## config.mk

```make
export PLATFORM = sky130hd
export DESIGN_NAME = lsu_mem_stage
export DESIGN_NICKNAME = d
export VERILOG_FILES = /design/src/rtl/lsu_pkg.sv /design/src/rtl/lsu_lane_align.sv /design/src/rtl/lsu_mem_stage.sv
export SDC_FILE = /design/constraint.sdc
export NUM_CORES = 1
export LEC_CHECK = 0
export ABC_CLOCK_PERIOD_IN_PS = 11800
export CAP_MARGIN = 25
export CORE_MARGIN = 5
export CORE_UTILIZATION = 48
export CTS_CLUSTER_SIZE = 20
export DETAILED_ROUTE_END_ITERATION = 6
export PLACE_DENSITY = 0.84
export SLEW_MARGIN = 10
export SYNTH_ARGS = -nofsm -noshare
export SYNTH_HDL_FRONTEND = slang
export SYNTH_SLANG_ARGS = --single-unit
```

## constraint.sdc

```tcl
create_clock -name clk -period 11.8 [get_ports clk]
set_input_delay 3.54 -clock clk [delete_from_list [all_inputs] [get_ports clk]]
set_output_delay 3.54 -clock clk [all_outputs]
set_load 0.02 [all_outputs]
```

## src/rtl/lsu_pkg.sv

```systemverilog
// ---------------------------------------------------------------------------
// lsu_pkg
// Shared definitions for the load/store memory-access stage:
//   - op_size encodings (SZ_*)
//   - register-file write-type codes (RFW_*) understood by the MIPS regfile
//   - FSM state enumeration
//   - rf_code(): maps a load op to its register-file write-type code
// ---------------------------------------------------------------------------
package lsu_pkg;

  // op_size encodings; 2'b11 is reserved and handled exactly like a word.
  localparam logic [1:0] SZ_WORD = 2'b00;
  localparam logic [1:0] SZ_HALF = 2'b01;
  localparam logic [1:0] SZ_BYTE = 2'b10;
  localparam logic [1:0] SZ_RSVD = 2'b11;

  // Register-file write-type codes. The register file performs the final
  // sign/zero extension based on this code.
  localparam logic [2:0] RFW_NONE = 3'b000;
  localparam logic [2:0] RFW_LW   = 3'b001;
  localparam logic [2:0] RFW_LH   = 3'b010;
  localparam logic [2:0] RFW_LB   = 3'b011;
  localparam logic [2:0] RFW_LHU  = 3'b100;
  localparam logic [2:0] RFW_LBU  = 3'b101;

  typedef enum logic [1:0] {
    ST_IDLE   = 2'd0,
    ST_ACCESS = 2'd1,
    ST_WB     = 2'd2
  } lsu_state_e;

  // Write-type code for a load. A load to $0 still performs the bus read
  // but must never write the register file.
  function automatic logic [2:0] rf_code(input logic [1:0] size,
                                         input logic       is_unsigned,
                                         input logic [4:0] rd);
    logic [2:0] code;
    case (size)
      SZ_HALF: code = is_unsigned ? RFW_LHU : RFW_LH;
      SZ_BYTE: code = is_unsigned ? RFW_LBU : RFW_LB;
      default: code = RFW_LW;
    endcase
    if (rd == 5'd0) begin
      code = RFW_NONE;
    end
    return code;
  endfunction

endpackage

```

## src/rtl/lsu_lane_align.sv

```systemverilog
// ---------------------------------------------------------------------------
// lsu_lane_align
// Purely combinational lane steering for a 32-bit little-endian data bus.
//   size     in  2   op size (SZ_WORD / SZ_HALF / SZ_BYTE / reserved=word)
//   addr_lo  in  2   byte address bits [1:0]
//   st_data  in  32  store value, right-justified
//   ld_data  in  32  raw bus read data
//   be       out 4   byte enables
//   st_rep   out 32  store value replicated across all lanes
//   ld_shift out 32  read data shifted so the addressed lane sits at bit 0
// Offending low address bits of misaligned accesses are simply dropped
// here: a word ignores addr_lo entirely and a half only looks at addr_lo[1].
// ---------------------------------------------------------------------------
module lsu_lane_align
  import lsu_pkg::*;
(
  input  logic [1:0]  size,
  input  logic [1:0]  addr_lo,
  input  logic [31:0] st_data,
  input  logic [31:0] ld_data,
  output logic [3:0]  be,
  output logic [31:0] st_rep,
  output logic [31:0] ld_shift
);

  always_comb begin
    be       = 4'b1111;
    st_rep   = st_data;
    ld_shift = ld_data;
    case (size)
      SZ_HALF: begin
        be       = addr_lo[1] ? 4'b1100 : 4'b0011;
        st_rep   = {2{st_data[15:0]}};
        ld_shift = ld_data >> {addr_lo[1], 4'b0000};
      end
      SZ_BYTE: begin
        be       = 4'b0001 << addr_lo;
        st_rep   = {4{st_data[7:0]}};
        ld_shift = ld_data >> {addr_lo, 3'b000};
      end
      default: begin
        be       = 4'b1111;
        st_rep   = st_data;
        ld_shift = ld_data;
      end
    endcase
  end

endmodule

```

## src/rtl/lsu_mem_stage.sv

```systemverilog
// ---------------------------------------------------------------------------
// lsu_mem_stage
// Load/store memory-access stage feeding the MIPS register file. Accepts one
// op at a time, runs a single req/ack transaction on the data bus and, for
// loads, presents lane-aligned data plus a write-type code for one cycle.
//
// Parameters:
//   TIMEOUT_CYC  cycles (1..255) mem_req is held without mem_ack before the
//                access is aborted with a bus_err pulse.
//
// Configuration macro:
//   LSU_MISALIGN_TRAP_EN  defined  : misaligned half/word ops are accepted,
//                                    issue no bus request and pulse misalign
//                                    in the cycle after acceptance.
//                         undefined: misaligned low address bits are ignored
//                                    and misalign is tied low.
//
// Ports:
//   clk, rst                 clock, asynchronous active-high reset
//   op_valid/op_ready        op handshake (op_ready only in IDLE)
//   op_load, op_size, op_unsigned, op_addr, op_wdata, op_rd   op fields
//   mem_req/mem_ack          bus handshake; mem_req held until ack/timeout
//   mem_we, mem_addr, mem_be, mem_wdata, mem_rdata            bus fields
//   rf_wr, rf_a3, rf_wd      register-file write-type code, dest, data
//   busy                     state != IDLE
//   bus_err                  one-cycle pulse on timeout
//   misalign                 one-cycle pulse on a trapped misaligned op
//
// Timing: op accepted at edge 0, mem_req from cycle 1, ack sampled at edge
// k, rf_wr valid in cycle k+1, op_ready again in cycle k+2.
// ---------------------------------------------------------------------------
module lsu_mem_stage
  import lsu_pkg::*;
#(
  parameter int unsigned TIMEOUT_CYC = 255
) (
  input  logic        clk,
  input  logic        rst,
  input  logic        op_valid,
  output logic        op_ready,
  input  logic        op_load,
  input  logic [1:0]  op_size,
  input  logic        op_unsigned,
  input  logic [31:0] op_addr,
  input  logic [31:0] op_wdata,
  input  logic [4:0]  op_rd,
  output logic        mem_req,
  output logic        mem_we,
  output logic [31:0] mem_addr,
  output logic [3:0]  mem_be,
  output logic [31:0] mem_wdata,
  input  logic        mem_ack,
  input  logic [31:0] mem_rdata,
  output logic [2:0]  rf_wr,
  output logic [4:0]  rf_a3,
  output logic [31:0] rf_wd,
  output logic        busy,
  output logic        bus_err,
  output logic        misalign
);

  // The timeout fires on the cycle whose counter value equals this, so
  // mem_req stays high for exactly TIMEOUT_CYC cycles.
  localparam logic [7:0] TO_LAST = 8'(TIMEOUT_CYC - 1);

  lsu_state_e  state_q, state_d;

  logic        mem_req_q,   mem_req_d;
  logic        mem_we_q,    mem_we_d;
  logic [31:0] mem_addr_q,  mem_addr_d;
  logic [3:0]  mem_be_q,    mem_be_d;
  logic [31:0] mem_wdata_q, mem_wdata_d;
  logic [2:0]  rf_wr_q,     rf_wr_d;
  logic [4:0]  rf_a3_q,     rf_a3_d;
  logic [31:0] rf_wd_q,     rf_wd_d;
  logic        bus_err_q,   bus_err_d;

  // Latched op context used while the access is in flight.
  logic        load_q,    load_d;
  logic [1:0]  size_q,    size_d;
  logic [1:0]  addr_lo_q, addr_lo_d;
  logic [4:0]  rd_q,      rd_d;
  logic [2:0]  code_q,    code_d;
  logic [7:0]  cnt_q,     cnt_d;

`ifdef LSU_MISALIGN_TRAP_EN
  logic        misalign_q, misalign_d;
  logic        op_misaligned;
`endif

  // One lane-align instance serves both directions: in IDLE it sees the
  // incoming op (for be / store replication), afterwards the latched op
  // (for steering the read data on ack).
  logic [1:0]  al_size;
  logic [1:0]  al_addr_lo;
  logic [3:0]  al_be;
  logic [31:0] al_st_rep;
  logic [31:0] al_ld_shift;

  assign al_size    = (state_q == ST_IDLE) ? op_size      : size_q;
  assign al_addr_lo = (state_q == ST_IDLE) ? op_addr[1:0] : addr_lo_q;

  lsu_lane_align u_lane_align (
    .size     (al_size),
    .addr_lo  (al_addr_lo),
    .st_data  (op_wdata),
    .ld_data  (mem_rdata),
    .be       (al_be),
    .st_rep   (al_st_rep),
    .ld_shift (al_ld_shift)
  );

`ifdef LSU_MISALIGN_TRAP_EN
  // Half with addr[0] set, or word/reserved with any low bit set.
  always_comb begin
    case (op_size)
      SZ_HALF: op_misaligned = op_addr[0];
      SZ_BYTE: op_misaligned = 1'b0;
      default: op_misaligned = (op_addr[1:0] != 2'b00);
    endcase
  end
`endif

  always_comb begin
    state_d     = state_q;
    mem_req_d   = mem_req_q;
    mem_we_d    = mem_we_q;
    mem_addr_d  = mem_addr_q;
    mem_be_d    = mem_be_q;
    mem_wdata_d = mem_wdata_q;
    rf_wr_d     = RFW_NONE;
    rf_a3_d     = rf_a3_q;
    rf_wd_d     = rf_wd_q;
    bus_err_d   = 1'b0;
    load_d      = load_q;
    size_d      = size_q;
    addr_lo_d   = addr_lo_q;
    rd_d        = rd_q;
    code_d      = code_q;
    cnt_d       = cnt_q;
`ifdef LSU_MISALIGN_TRAP_EN
    misalign_d  = 1'b0;
`endif

    case (state_q)
      ST_IDLE: begin
        if (op_valid) begin
          load_d      = op_load;
          size_d      = op_size;
          addr_lo_d   = op_addr[1:0];
          rd_d        = op_rd;
          code_d      = rf_code(op_size, op_unsigned, op_rd);
          cnt_d       = 8'd0;
          mem_addr_d  = {op_addr[31:2], 2'b00};
          mem_we_d    = ~op_load;
          mem_be_d    = al_be;
          mem_wdata_d = al_st_rep;
          mem_req_d   = 1'b1;
          state_d     = ST_ACCESS;
`ifdef LSU_MISALIGN_TRAP_EN
          // Trapped op: consume it, keep the bus quiet and stay in IDLE.
          if (op_misaligned) begin
            mem_req_d  = 1'b0;
            mem_we_d   = 1'b0;
            mem_be_d   = 4'b0000;
            misalign_d = 1'b1;
            state_d    = ST_IDLE;
          end
`endif
        end
      end

      ST_ACCESS: begin
        if (mem_ack) begin
          mem_req_d = 1'b0;
          mem_we_d  = 1'b0;
          mem_be_d  = 4'b0000;
          if (load_q) begin
            rf_wd_d = al_ld_shift;
            rf_a3_d = rd_q;
            rf_wr_d = code_q;
            state_d = ST_WB;
          end else begin
            state_d = ST_IDLE;
          end
        end else if (cnt_q == TO_LAST) begin
          mem_req_d = 1'b0;
          mem_we_d  = 1'b0;
          mem_be_d  = 4'b0000;
          bus_err_d = 1'b1;
          state_d   = ST_IDLE;
        end else begin
          cnt_d = cnt_q + 8'd1;
        end
      end

      ST_WB: begin
        // rf_wr was raised on the ack edge and defaults back to NONE here.
        state_d = ST_IDLE;
      end

      default: begin
        state_d = ST_IDLE;
      end
    endcase
  end

  always_ff @(posedge clk or posedge rst) begin
    if (rst) begin
      state_q     <= ST_IDLE;
      mem_req_q   <= 1'b0;
      mem_we_q    <= 1'b0;
      mem_addr_q  <= 32'd0;
      mem_be_q    <= 4'b0000;
      mem_wdata_q <= 32'd0;
      rf_wr_q     <= RFW_NONE;
      rf_a3_q     <= 5'd0;
      rf_wd_q     <= 32'd0;
      bus_err_q   <= 1'b0;
      load_q      <= 1'b0;
      size_q      <= SZ_WORD;
      addr_lo_q   <= 2'b00;
      rd_q        <= 5'd0;
      code_q      <= RFW_NONE;
      cnt_q       <= 8'd0;
`ifdef LSU_MISALIGN_TRAP_EN
      misalign_q  <= 1'b0;
`endif
    end else begin
      state_q     <= state_d;
      mem_req_q   <= mem_req_d;
      mem_we_q    <= mem_we_d;
      mem_addr_q  <= mem_addr_d;
      mem_be_q    <= mem_be_d;
      mem_wdata_q <= mem_wdata_d;
      rf_wr_q     <= rf_wr_d;
      rf_a3_q     <= rf_a3_d;
      rf_wd_q     <= rf_wd_d;
      bus_err_q   <= bus_err_d;
      load_q      <= load_d;
      size_q      <= size_d;
      addr_lo_q   <= addr_lo_d;
      rd_q        <= rd_d;
      code_q      <= code_d;
      cnt_q       <= cnt_d;
`ifdef LSU_MISALIGN_TRAP_EN
      misalign_q  <= misalign_d;
`endif
    end
  end

  assign op_ready  = (state_q == ST_IDLE);
  assign busy      = (state_q != ST_IDLE);
  assign mem_req   = mem_req_q;
  assign mem_we    = mem_we_q;
  assign mem_addr  = mem_addr_q;
  assign mem_be    = mem_be_q;
  assign mem_wdata = mem_wdata_q;
  assign rf_wr     = rf_wr_q;
  assign rf_a3     = rf_a3_q;
  assign rf_wd     = rf_wd_q;
  assign bus_err   = bus_err_q;
`ifdef LSU_MISALIGN_TRAP_EN
  assign misalign  = misalign_q;
`else
  assign misalign  = 1'b0;
`endif

endmodule

```

# Word level (Yosys, flattened, before mapping)
# Cells that the tools add are included.
[totals]
register_bits = 132
latch_bits = 0
ramBits = 0
rom_bits = 0
in_bits = 109
output_inout_bits = 114
elab_cells = 75
n_memories = 0
[op_classes]
n_addsub = 1
n_mul = 0
div_mod_pow = 0
magnitude_cmp = 0
eq_ne = 10
n_shift = 3
mux = 35
n_bitwise = 1
n_reduce_logical = 9
[op_table]
columns = ["op", "n"]
rows = [
  ["$pmux 32 s2", 2],
  ["$shr 32x5->32", 2],
  ["$mux 8", 3],
  ["$mux 3", 6],
  ["$mux 4", 4],
  ["$pmux 4 s2", 2],
  ["$pmux 8 s2", 1],
  ["$mux 2", 6],
  ["$add 8x1->8 const B", 1],
  ["$eq 8x8->1 const B", 1],
  ["$mux 1", 7],
  ["$eq 2x1->1 const B", 3],
  ["$ne 2x2->1 const B", 3],
  ["$pmux 3 s2", 1],
  ["$reduce_and 3->1", 2],
  ["$logic_not 5->1", 1],
  ["$eq 2x2->1 const B", 2],
  ["$pmux 1 s2", 2],
  ["$pmux 2 s2", 1],
  ["$reduce_and 2->1", 2],
  ["$reduce_and 4->1", 1],
  ["$reduce_bool 2->1", 2],
  ["$shl 1x2->4 const A", 1],
  ["$ne 3x3->1 const B", 1],
  ["other kinds (2)", 2],
]

# Depth between registers and ports, before layout
[logic_depth]
depth_word = 6
mapped_depth = 13
mapped_depth_nobuf = 10

# Modules after synthesis
# From an unflattened synthesis, not the netlist that was laid out.
[hier_totals]
hier_cells = 549
hier_area_um2 = 6647.6
[modules_own_cells]
columns = ["module", "n_inst", "cells_each", "area_per_inst_um2", "seq_area_each_um2"]
rows = [
  ["lsu_mem_stage", 1, 357, 5377.7, 3303.2],
  ["lsu_lane_align", 1, 192, 1270.0, 0.0],
]

# Worst setup path after synthesis
# OpenSTA, ideal clock, no wires.
[synth_timing]
kind = "in2reg"
from = "input port op_size[1]"
to = "register rf_wd_q[8], in the netlist rf_wd[8]"
setup_ns = 0.133
arrival_time_ns = 5.488
required_time_ns = 11.667
path_slack_ns = 6.179
path_stages = 10
n_path_buf = 2
cell_sequence = "inv_1 > o21ai_0 > ha_1 > clkbuf_1 > nand2_1 > mux2i_1 > buf_2 > mux2_2 > a22oi_1 > a21oi_1"
[synth_via]
elab_chain_cells = 3
elab_cells_between_ends = 4
cone_classes = "eq/ne: 2; mux: 2"
[synth_rtl]
columns = ["element", "line_no", "text"]
rows = [
  ["start: declaration", "lsu_mem_stage.sv:42", "input logic [1:0] op_size,"],
  ["$mux 2 (*)", "lsu_mem_stage.sv:100", "assign al_size = (state_q == ST_IDLE) ? op_size : size_q;"],
  ["$eq 2x2->1 / $eq 2x1->1 (equally long branches)", "lsu_lane_align.sv:30", "case (size)"],
  ["$pmux 32 s2 (*)", "lsu_lane_align.sv:30", ""],
  ["end signal: assignment", "lsu_mem_stage.sv:238", "rf_wd_q <= rf_wd_d;"],
  ["end: declaration", "lsu_mem_stage.sv:75", "logic [31:0] rf_wd_q, rf_wd_d;"],
]
# Mark *: on every way between the ends. The rest lies on a longest branch, timed or not.
# A chain may end at the register's enable or synchronous reset.

# Final worst setup path
[layout_timing]
from = "input port op_size[1]"
to = "register rf_wd_q[23], in the netlist rf_wd[23]"
# The elaborated chain is that of the path after synthesis.

==> impl_results.md <==
- Antenna violations before repair: 0
- Critical Setup Path Class: in2reg
- Synth area leaders: dfrtp_1 55%, nand2_1 13%, nor2_1 4.4%
- Fmax: 169 MHz
- Util after Layout: 72.7%
- Routability cong.: 0.850
- Bufs on Longest Clock Path: 2
- Largest net degree at the start of global routing: 82
- 1st-iter DRT viols: 423
- Critical Path RT: 12.10 ns
- Port buffer count: 219
- GRT Resource Usage Total: 26.8%
- Global route total overflow: 0
- Via density: 5.48
- Clock latency on the worst-skew pair: 0.42 ns
- RSZ-0062 raised after global routing: false
- Post-synth ARST share: 100%
- Synth warn: 0
- HPWL after DPL: 13900 um
- DRT Pass-1 Iters: 5
- Die width: 122 um
- Worst-case hold slack: 0.461 ns
- Min-Delay Path Depth: 2
- CTS buffer count: 17
- Sequential cell area fraction in the yosys report: 54.9%
- Core Region: 12200 um^2
- Status: completed
- Die height: 122 um
- TritonCTS clock tree: built
- Yosys top cell area share: 54.9%
- Largest family of logic cells by synthesized area: simple AND/OR/NAND/NOR gates
- Avg WL per Cell: 18.4 um
- Critical path capture point type: flop
- Hold Path End: rf_a3[1]$_DFFE_PP0P_
- IO Pins: 223
- Worst VDD drop: 0.166 mV
- Die area: 14900 um^2
- Simple-gate area share of the yosys netlist: 21.7%
- Mapped Area: 6010 um^2
- Post-synth top flop: dfrtp_1
- CTS resizes: 0
- Flop2flop setup slack: 8.56 ns
- Clock sink count: 132
- Final critical-path required period: 5.93 ns
- Final instance area: 8840 um^2
- Lkg Pwr: 4.01 nW
- Placement Cell Area: 8300 um^2
- R2r endpoint: rf_wd[23]$_DFFE_PP0P_
- Worst Skew: 0.00530 ns
- Setup bufs post-CTS: 0
- Post-detailed-route count of antenna-violating nets: 0
- Number of diodes: 0
- R2R Path Start: state_q[0]$_DFFE_PP0P_
- Number of hold buffers added after cts: 0
- Max-slew violation count: 0
- Compound-Gate Fraction of Synth Area: 13.9%
- Setup TNS: 0 ns
- Number of synthesized flops with an enable pin: 0
- Mux contribution to synthesized area: 2.77%
- First-pass GRT wire length: 30900 um
- Final wirelength: 19400 um
- Flops & latches, synth: 132
- DRC violations left: 0
- Worst hold path type: reg2reg
- Area leader, netlist: dfrtp_1
- Initial Utilization: 49.5%
- Most numerous cell in the Yosys netlist: nand2_1
- Hold path startpoint: rd_q[1]$_DFFE_PP0P_
- Worst setup SP type: input pin
- WP data arrival: 6.23 ns
- Power Density: 272 nW/um^2
- CTS clk-pin slew, worst paths: 0.06 ns
- R2R depth: 11
- CTS H-tree lvls: 4
- Vias: 5752
- Synthesized instance count: 665
- Setup Viol. Count Final: 0
- Max Cap Viol: 0
- Synth Area in XOR/XNOR: 0.874%
- Nets: 986
- Number of cell rows: 40
- Vias in the first global route: 6025
- Most frequent cells after synthesis: 216 x nand2_1, 132 x dfrtp_1, 70 x nor2_1
- Fin. Hold Viols: 0
- Clock root cell: clkbuf_16
- Fin crit share: 50.2%
- Avg Cell Area, Syn: 9.04 um^2
- Worst Path Max Fanout: 13
- Tightest Pin Transition: 0.971 ns
- Layout cells sized above 1: 6.46%
- Slew HR: 35.2%
- Post-Synth Adder-Cell Area: 1.66%
- Yosys cell types: 49
- Synthesis-to-finish area growth: 46.9%
[layer usage]
metal,global-route usage [%],share of wire [%],wire (um),vias to the layer above
met5,0,0,0,-
li1,-,-,-,2624
met3,12.0,12,2320,46
met2,45.3,49,9570,307
met4,10.9,2.5,492,0
met1,29.3,36,6980,2775
[layout by cell type (no fill, tap or decap), drive strengths merged, types with 2 or more instances in the layout]
cell,n
o31ai,2
nand3,7
xor2,6
o2bb2ai,4
buf,7
a22o,8
o22ai,7
nand2,216
ha,8
a21o,2
clkinv,5
nor2b,2
nand4,3
and3,4
or3,5
a221oi,20
or4,2
conb,3
mux2,13
clkbuf,28
clkdlybuf4s50,219
and2,6
nor2,71
dfrtp,132
nor3,2
inv,10
a22oi,5
o21ai,38
a21oi,35
mux2i,2
[cell families after synthesis]
| logic type | after synthesis |
|---|---|
| compound gates | 127 |
| xor+xnor | 6 |
| fa+ha+maj | 8 |
| buf+inv | 54 |
| flops | 132 |
| mux | 15 |
| other cells | 1 |
| simple gates | 322 |
[final cells by class]
type,instances,area (um^2)
Fill cell,870,3320
Sequential cell,132,3300
Multi-Input combinational cell,481,2480
Timing Repair Buffer,226,2260
Clock buffer,28,517
Tap cell,168,210
Inverter,11,43.8
Clock inverter,4,20.0
[worst max-delay path: stages]
cell and delay [ns]:
clkdlybuf4s50_1 0.49, inv_1 0.09, o21ai_0 0.32, ha_1 0.51, nand2_1 0.10, mux2i_1 0.15, buf_4 0.24, mux2_2 0.38
a221oi_1 0.35, nor2_1 0.07
[how the worst max path moves through the flow]
stage | to | slack [ns] | start
floorplan | addr_lo_q[0]$_DFFE_PP0P_ | 4.73 | rst
global placement | rf_wd[0]$_DFFE_PP0P_ | 5.57 | op_size[0]
detailed placement | rf_wd[23]$_DFFE_PP0P_ | 5.51 | op_size[1]
CTS | rf_wd[23]$_DFFE_PP0P_ | 5.93 | op_size[1]
global route | rf_wd[23]$_DFFE_PP0P_ | 5.68 | op_size[1]
finish | rf_wd[23]$_DFFE_PP0P_ | 5.87 | op_size[1]
[registers in the layout, indices dropped and copies added (netlist names)]
name       cells
addr_lo_q      2
bus_err        1
cnt_q          8
code_q         3
load_q         1
mem_addr      30
mem_be         4
mem_req        1
mem_wdata     32
mem_we         1
rd_q           5
rf_a3          5
rf_wd         32
rf_wr          3
size_q         2
state_q        2
[power by group]
group | switching (mW) | leakage (nW) | internal (mW) | total (mW)
Sequential | 0.122 | 1.62 | 0.644 | 0.766
Clock | 0.186 | 0.268 | 0.295 | 0.481
Combinational | 0.664 | 2.12 | 0.493 | 1.16
[stage by stage]
| stage | total power [mW] | instances | setup slack, ns |
|---|---|---|---|
| floorplan | 1.38 | 667 | 4.73 |
| global placement | 1.88 | 1017 | 5.57 |
| detailed placement | 1.93 | 1018 | 5.51 |
| CTS | 2.42 | 1050 | 5.93 |
| global route | 2.55 | 1050 | 5.68 |
| finish | 2.40 | 1050 | 5.87 |
No activity file was read; power rests on OpenSTA's default activity.
